$ cat src/rtl/pc_unit.sv
// Program-counter stage: reset vector, prioritised redirect (exc > stall > ret > branch/jump > seq),
// EPC capture and a circular return-address stack. One-cycle redirect latency; i_pcWrite=0 holds the PC except for exceptions.
module pc_unit #(
    parameter int              PC_W      = 32,
    parameter logic [PC_W-1:0] RESET_VEC = '0,
    parameter logic [PC_W-1:0] EXC_VEC   = PC_W'(32'h0000_0040),
    parameter int              PC_INC    = 1,
    parameter int              RAS_DEPTH = 4
) (
    input  logic                         i_clk,
    input  logic                         i_rst,
    input  logic                         i_pcWrite,
    input  logic                         i_exc,
    input  logic [PC_W-1:0]              i_exc_pc,
    input  logic                         i_branch,
    input  logic                         i_jump,
    input  logic [PC_W-1:0]              i_target,
    input  logic                         i_call,
    input  logic                         i_ret,
    output logic [PC_W-1:0]              o_pc,
    output logic [PC_W-1:0]              o_pc_seq,
    output logic [PC_W-1:0]              o_epc,
    output logic [$clog2(RAS_DEPTH):0]   o_ras_count,
    output logic                         o_ras_empty,
    output logic                         o_ras_full,
    output logic                         o_ras_uflow
);
    localparam int              PTR_W = $clog2(RAS_DEPTH);
    localparam int              CNT_W = PTR_W + 1;
    localparam logic [PC_W-1:0] INC   = PC_W'(PC_INC);
    localparam logic [CNT_W-1:0] CNT_MAX = CNT_W'(RAS_DEPTH);

    logic [PC_W-1:0]  pc, epc, pc_nxt, epc_nxt;
    logic [PTR_W-1:0] ptr, ptr_nxt, wr_idx;
    logic [CNT_W-1:0] cnt, cnt_nxt;
    logic             uflow, uflow_nxt, wr_en, push;
    logic [PC_W-1:0]  ras [RAS_DEPTH];

    assign o_pc_seq = pc + INC;
    assign push     = i_call & i_jump;

    always_comb begin
        pc_nxt    = pc;
        epc_nxt   = epc;
        ptr_nxt   = ptr;
        cnt_nxt   = cnt;
        uflow_nxt = 1'b0;
        wr_en     = 1'b0;
        wr_idx    = ptr + PTR_W'(1);
        if (i_exc) begin
            pc_nxt  = EXC_VEC;
            epc_nxt = i_exc_pc;
        end else if (i_pcWrite) begin
            if (i_ret) begin
                if (cnt != '0) begin
                    pc_nxt = ras[ptr];
                    if (push) begin
                        // jalr-like: pop and push cancel, the new link overwrites the top slot
                        wr_en  = 1'b1;
                        wr_idx = ptr;
                    end else begin
                        ptr_nxt = ptr - PTR_W'(1);
                        cnt_nxt = cnt - CNT_W'(1);
                    end
                end else begin
                    pc_nxt    = i_target;
                    uflow_nxt = 1'b1;
                    if (push) begin
                        wr_en   = 1'b1;
                        ptr_nxt = ptr + PTR_W'(1);
                        cnt_nxt = CNT_W'(1);
                    end
                end
            end else if (i_branch | i_jump) begin
                pc_nxt = i_target;
                if (push) begin
                    // when full the pointer wraps onto the oldest entry
                    wr_en   = 1'b1;
                    ptr_nxt = ptr + PTR_W'(1);
                    cnt_nxt = (cnt == CNT_MAX) ? cnt : cnt + CNT_W'(1);
                end
            end else begin
                pc_nxt = o_pc_seq;
            end
        end
    end

    always_ff @(posedge i_clk) begin
        if (i_rst) begin
            pc    <= RESET_VEC;
            epc   <= '0;
            ptr   <= '0;
            cnt   <= '0;
            uflow <= 1'b0;
        end else begin
            pc    <= pc_nxt;
            epc   <= epc_nxt;
            ptr   <= ptr_nxt;
            cnt   <= cnt_nxt;
            uflow <= uflow_nxt;
        end
    end

    always_ff @(posedge i_clk) begin
        if (wr_en && !i_rst) begin
            ras[wr_idx] <= o_pc_seq;
        end
    end

    assign o_pc        = pc;
    assign o_epc       = epc;
    assign o_ras_count = cnt;
    assign o_ras_empty = (cnt == '0);
    assign o_ras_full  = (cnt == CNT_MAX);
    assign o_ras_uflow = uflow;
endmodule

$ cat config.mk
export PLATFORM = sky130hd
export DESIGN_NAME = pc_unit
export DESIGN_NICKNAME = d
export VERILOG_FILES = /design/src/rtl/pc_unit.sv
export SDC_FILE = /design/constraint.sdc
export NUM_CORES = 1
export LEC_CHECK = 0
export CAP_MARGIN = 20
export CELL_PAD_IN_SITES_DETAIL_PLACEMENT = 1
export CELL_PAD_IN_SITES_GLOBAL_PLACEMENT = 1
export CORE_MARGIN = 8
export CORE_UTILIZATION = 38
export DETAILED_ROUTE_END_ITERATION = 10
export PLACE_DENSITY_LB_ADDON = 0.1
export SYNTH_ARGS = -nofsm -noshare
export SYNTH_HDL_FRONTEND = slang
export SYNTH_SLANG_ARGS = --single-unit
export TNS_END_PERCENT = 100
$ cat constraint.sdc
create_clock -name i_clk -period 5.8 [get_ports i_clk]
set_input_delay 1.74 -clock i_clk [delete_from_list [all_inputs] [get_ports i_clk]]
set_output_delay 1.74 -clock i_clk [all_outputs]
set_load 0.1 [all_outputs]
==> metrics.txt <==
TritonCTS sink count 200; post-route clock period utilization 87.5%; Port-buffer cells 173; part of the power in registers 47.8%; setup fix buffers added after clock tree synthesis 0; number of primary I/O pins 174; combinational share of power 17.3%; wire length of the first global-routing pass 42800 um; summed negative setup slack over all endpoints 0 ns; endpoint kind of the worst setup timing path primary output; Initial DRT Pass Iterations 4; Synth top area share 43.6%; number of hold buffers added after cts 0; proportion of synthesized chip area in sequential cells 60.0%; maximum buffer depth of the clock tree 2; final-report setup violation count 0; internal portion of total power 0.00230 W; placed instance count 1115; cell type contributing the most total cell area after synthesis sky130_fd_sc_hd__edfxtp_1; total number of vias 6591; final instance area 11400 sq um; largest driver fanout on the critical path 7; proportion of layout cells with a drive suffix above 1 13.9%; type of the worst min-delay path flip-flop to flip-flop; power density cells 288 nW/um^2; level count of the clock H-tree 4; GRT Overall Usage 19.6%; maximum vdd ir drop 0.000205 V; Relative slew margins 29.4%; most used cells in the layout excluding fill and tap cells sky130_fd_sc_hd__clkdlybuf4s50_1, sky130_fd_sc_hd__edfxtp_1, sky130_fd_sc_hd__dfxtp_1, sky130_fd_sc_hd__nor2_1, sky130_fd_sc_hd__buf_4; MaxCap Viol Count 0; post-route DRC violation count 0; clock tree from TritonCTS yes; maximum number of pins on one net before global-route repair 42; final cell count without fillers 1148; area used by multi-input combinational logic 3310 sq um; category of the most critical setup path flip-flop to primary output; total standard cell area after synthesis 8810 sq um; data arrival time of the worst path 3.34 ns; proportion of total power due to net switching 29.9%; number of cells upsized or downsized after cts 0; vias in the first global route 7273; sum of net half-perimeters after detailed placement 19300 um; number of fill cells in the layout 2308; Post-DRT Antenna Nets 0; ys async rst share 0%; DP Area 10800 sq um; number of buffers added by the clock tree synthesis step 17; FP Rows 55; ys flop type sky130_fd_sc_hd__edfxtp_1; category of the worst setup path launch point flip-flop; area of the die 28300 sq um; number of enable flip-flop cells after synthesis 128; setup repair after global routing missed its margin false; flip-flop and latch count after synthesis 200; global placer's final weighted congestion 0.784; final worst path period need 5.08 ns; overall die height 168 um; max-slew violation total from the final report 0; run status finished clean; leading cell type in the layout, fill and taps excluded sky130_fd_sc_hd__clkdlybuf4s50_1; P_sw 0.000984 W; Post-Route WL 27800 um; Highest Clock Rate 0.197 GHz; register area 5290 sq um; residual overflow from global routing 0; Iter 0 DRT Violations 363; slew at the pin with the worst max-slew slack 1.06 ns; Die X 168 um; pre-CTS worst setup slack 1.29 ns; number of instances in the synthesized netlist 680; diodes inserted 0; number of hold violations in the final report 0; total of warnings raised by yosys 0; clock skew 0.00956 ns; final layout net count 926; number of distinct library cells after synthesis 59; top cells by area in the synthesized netlist sky130_fd_sc_hd__edfxtp_1, sky130_fd_sc_hd__dfxtp_1, sky130_fd_sc_hd__mux4_2, sky130_fd_sc_hd__mux2i_1, sky130_fd_sc_hd__nor2_1; via-per-instance ratio 5.74; Syn-to-layout area delta 29.5%; clk root buf sky130_fd_sc_hd__clkbuf_16; number of antenna violations at the first check in global routing 1; nets in the synthesized netlist 756; leakage power total 3.97 nW; Worst EP required 4.06 ns; Worst-Skew Late Latency 0.44 ns; Initial Util 38.8%; per-cell routed wire length 24.3 um; core region area 22700 sq um; post-route setup slack 0.724 ns; clock transition at the registers of the reported paths 0.07 ns; Post-Syn Area per Cell 13.0 sq um; Clk network pwr share 34.9%
[through the flow]
stage | total power [W] | utilization (%) | hold slack, ns
after floorplan | 0.00199 | - | 0.547
after global placement | 0.00216 | 47.7 | 0.471
after detailed placement | 0.00217 | 47.7 | 0.484
after CTS | 0.00332 | 50.1 | 0.503
after global routing | 0.00340 | 50.2 | 0.539
final | 0.00328 | 50.2 | 0.494
[per-layer routing]
metal | vias up | share of wire (%) | global-route usage, %
met1 | 3373 | 44 | 24.5
met4 | 2 | 1.8 | 6.06
met5 | - | 0.036 | 0
met3 | 40 | 5.9 | 5.31
met2 | 208 | 48 | 32.7
li1 | 2968 | - | -
[flip-flops by register name (all words and copies together), names as in the netlist, named ones only]
name,count
o_epc,32
o_pc,32
ptr,2
o_ras_count,3
o_ras_uflow,1
ras,128
[final timing paths]
| kind | from | endpoint | slack [ns] | depth (start not counted) |
|---|---|---|---|---|
| min | o_epc[8]$_SDFFE_PP0P_ | o_epc[8]$_SDFFE_PP0P_ | 0.49 | 2 |
| max | o_pc[0]$_SDFFE_PP0P_ | o_pc_seq[18] | 0.72 | 7 |
| min reg2reg | o_epc[8]$_SDFFE_PP0P_ | o_epc[8]$_SDFFE_PP0P_ | 0.49 | 2 |
| max reg2reg | o_ras_count[0]$_SDFFE_PP0P_ | ras[0][5]$_DFFE_PP_ | 2.98 | 8 |
[power by group through the flow]
| stage | sequential, W | clock [W] | combinational [W] |
|---|---|---|---|
| 2_1_floorplan | 0.00176 | 0 | 0.000231 |
| 3_3_place_gp | 0.00160 | 0 | 0.000562 |
| 3_5_place_dp | 0.00160 | 0 | 0.000571 |
| 4_1_cts | 0.00157 | 0.00117 | 0.000573 |
| 5_1_grt | 0.00157 | 0.00123 | 0.000597 |
| 6_report | 0.00157 | 0.00115 | 0.000570 |
[worst max-delay path: stages (launching register included)]
cell	delay [ns]
sky130_fd_sc_hd__dfxtp_1	0.44
sky130_fd_sc_hd__ha_1	0.25
sky130_fd_sc_hd__nand3_1	0.29
sky130_fd_sc_hd__nor3_1	0.51
sky130_fd_sc_hd__nand2b_1	0.33
sky130_fd_sc_hd__nor2_1	0.20
sky130_fd_sc_hd__xor2_1	0.48
sky130_fd_sc_hd__buf_4	0.40
[cell families (layout without fill, tap and decap cells)]
group / after synthesis / in the layout / share of synthesized area [%]
buffers and inverters: 57 / 240 / 2.71
AND/OR/NAND/NOR: 179 / 179 / 10.4
multiplexers: 65 / 65 / 11.9
flip-flops: 200 / 200 / 60.0
XOR/XNOR: 34 / 34 / 3.38
adder cells (fa/ha/maj): 4 / 4 / 0.568
AO/OA/AOI/OAI: 141 / 141 / 11.0
[cell type report]
class | count | area share [%]
repair buffers | 194 | 16.2
clock buffers | 18 | 3.76
multi-input cells | 423 | 29.0
inverters | 14 | 0.461
well taps | 285 | 3.13
clock inverters | 14 | 1.10
flip-flops and latches | 200 | 46.4
[cell usage after synthesis (all sizes together) (5+ instances only)]
| cell type | count |
|---|---|
| nand2 | 29 |
| a21oi | 31 |
| edfxtp | 128 |
| mux4 | 32 |
| nand3 | 18 |
| a31oi | 7 |
| dfxtp | 72 |
| and4 | 5 |
| xor2 | 12 |
| nor3 | 20 |
| a221o | 6 |
| o21ai | 26 |
| nand4 | 11 |
| xnor2 | 22 |
| a22o | 6 |
| inv | 14 |
| nor2 | 57 |
| nand2b | 5 |
| a221oi | 8 |
| or3 | 8 |
| and3 | 7 |
| mux2i | 33 |
| o22ai | 5 |
| clkbuf | 24 |
| a22oi | 13 |
| nor4 | 7 |
| a21o | 5 |
| buf | 19 |
Note: power is estimated with default switching activity, not from simulation.
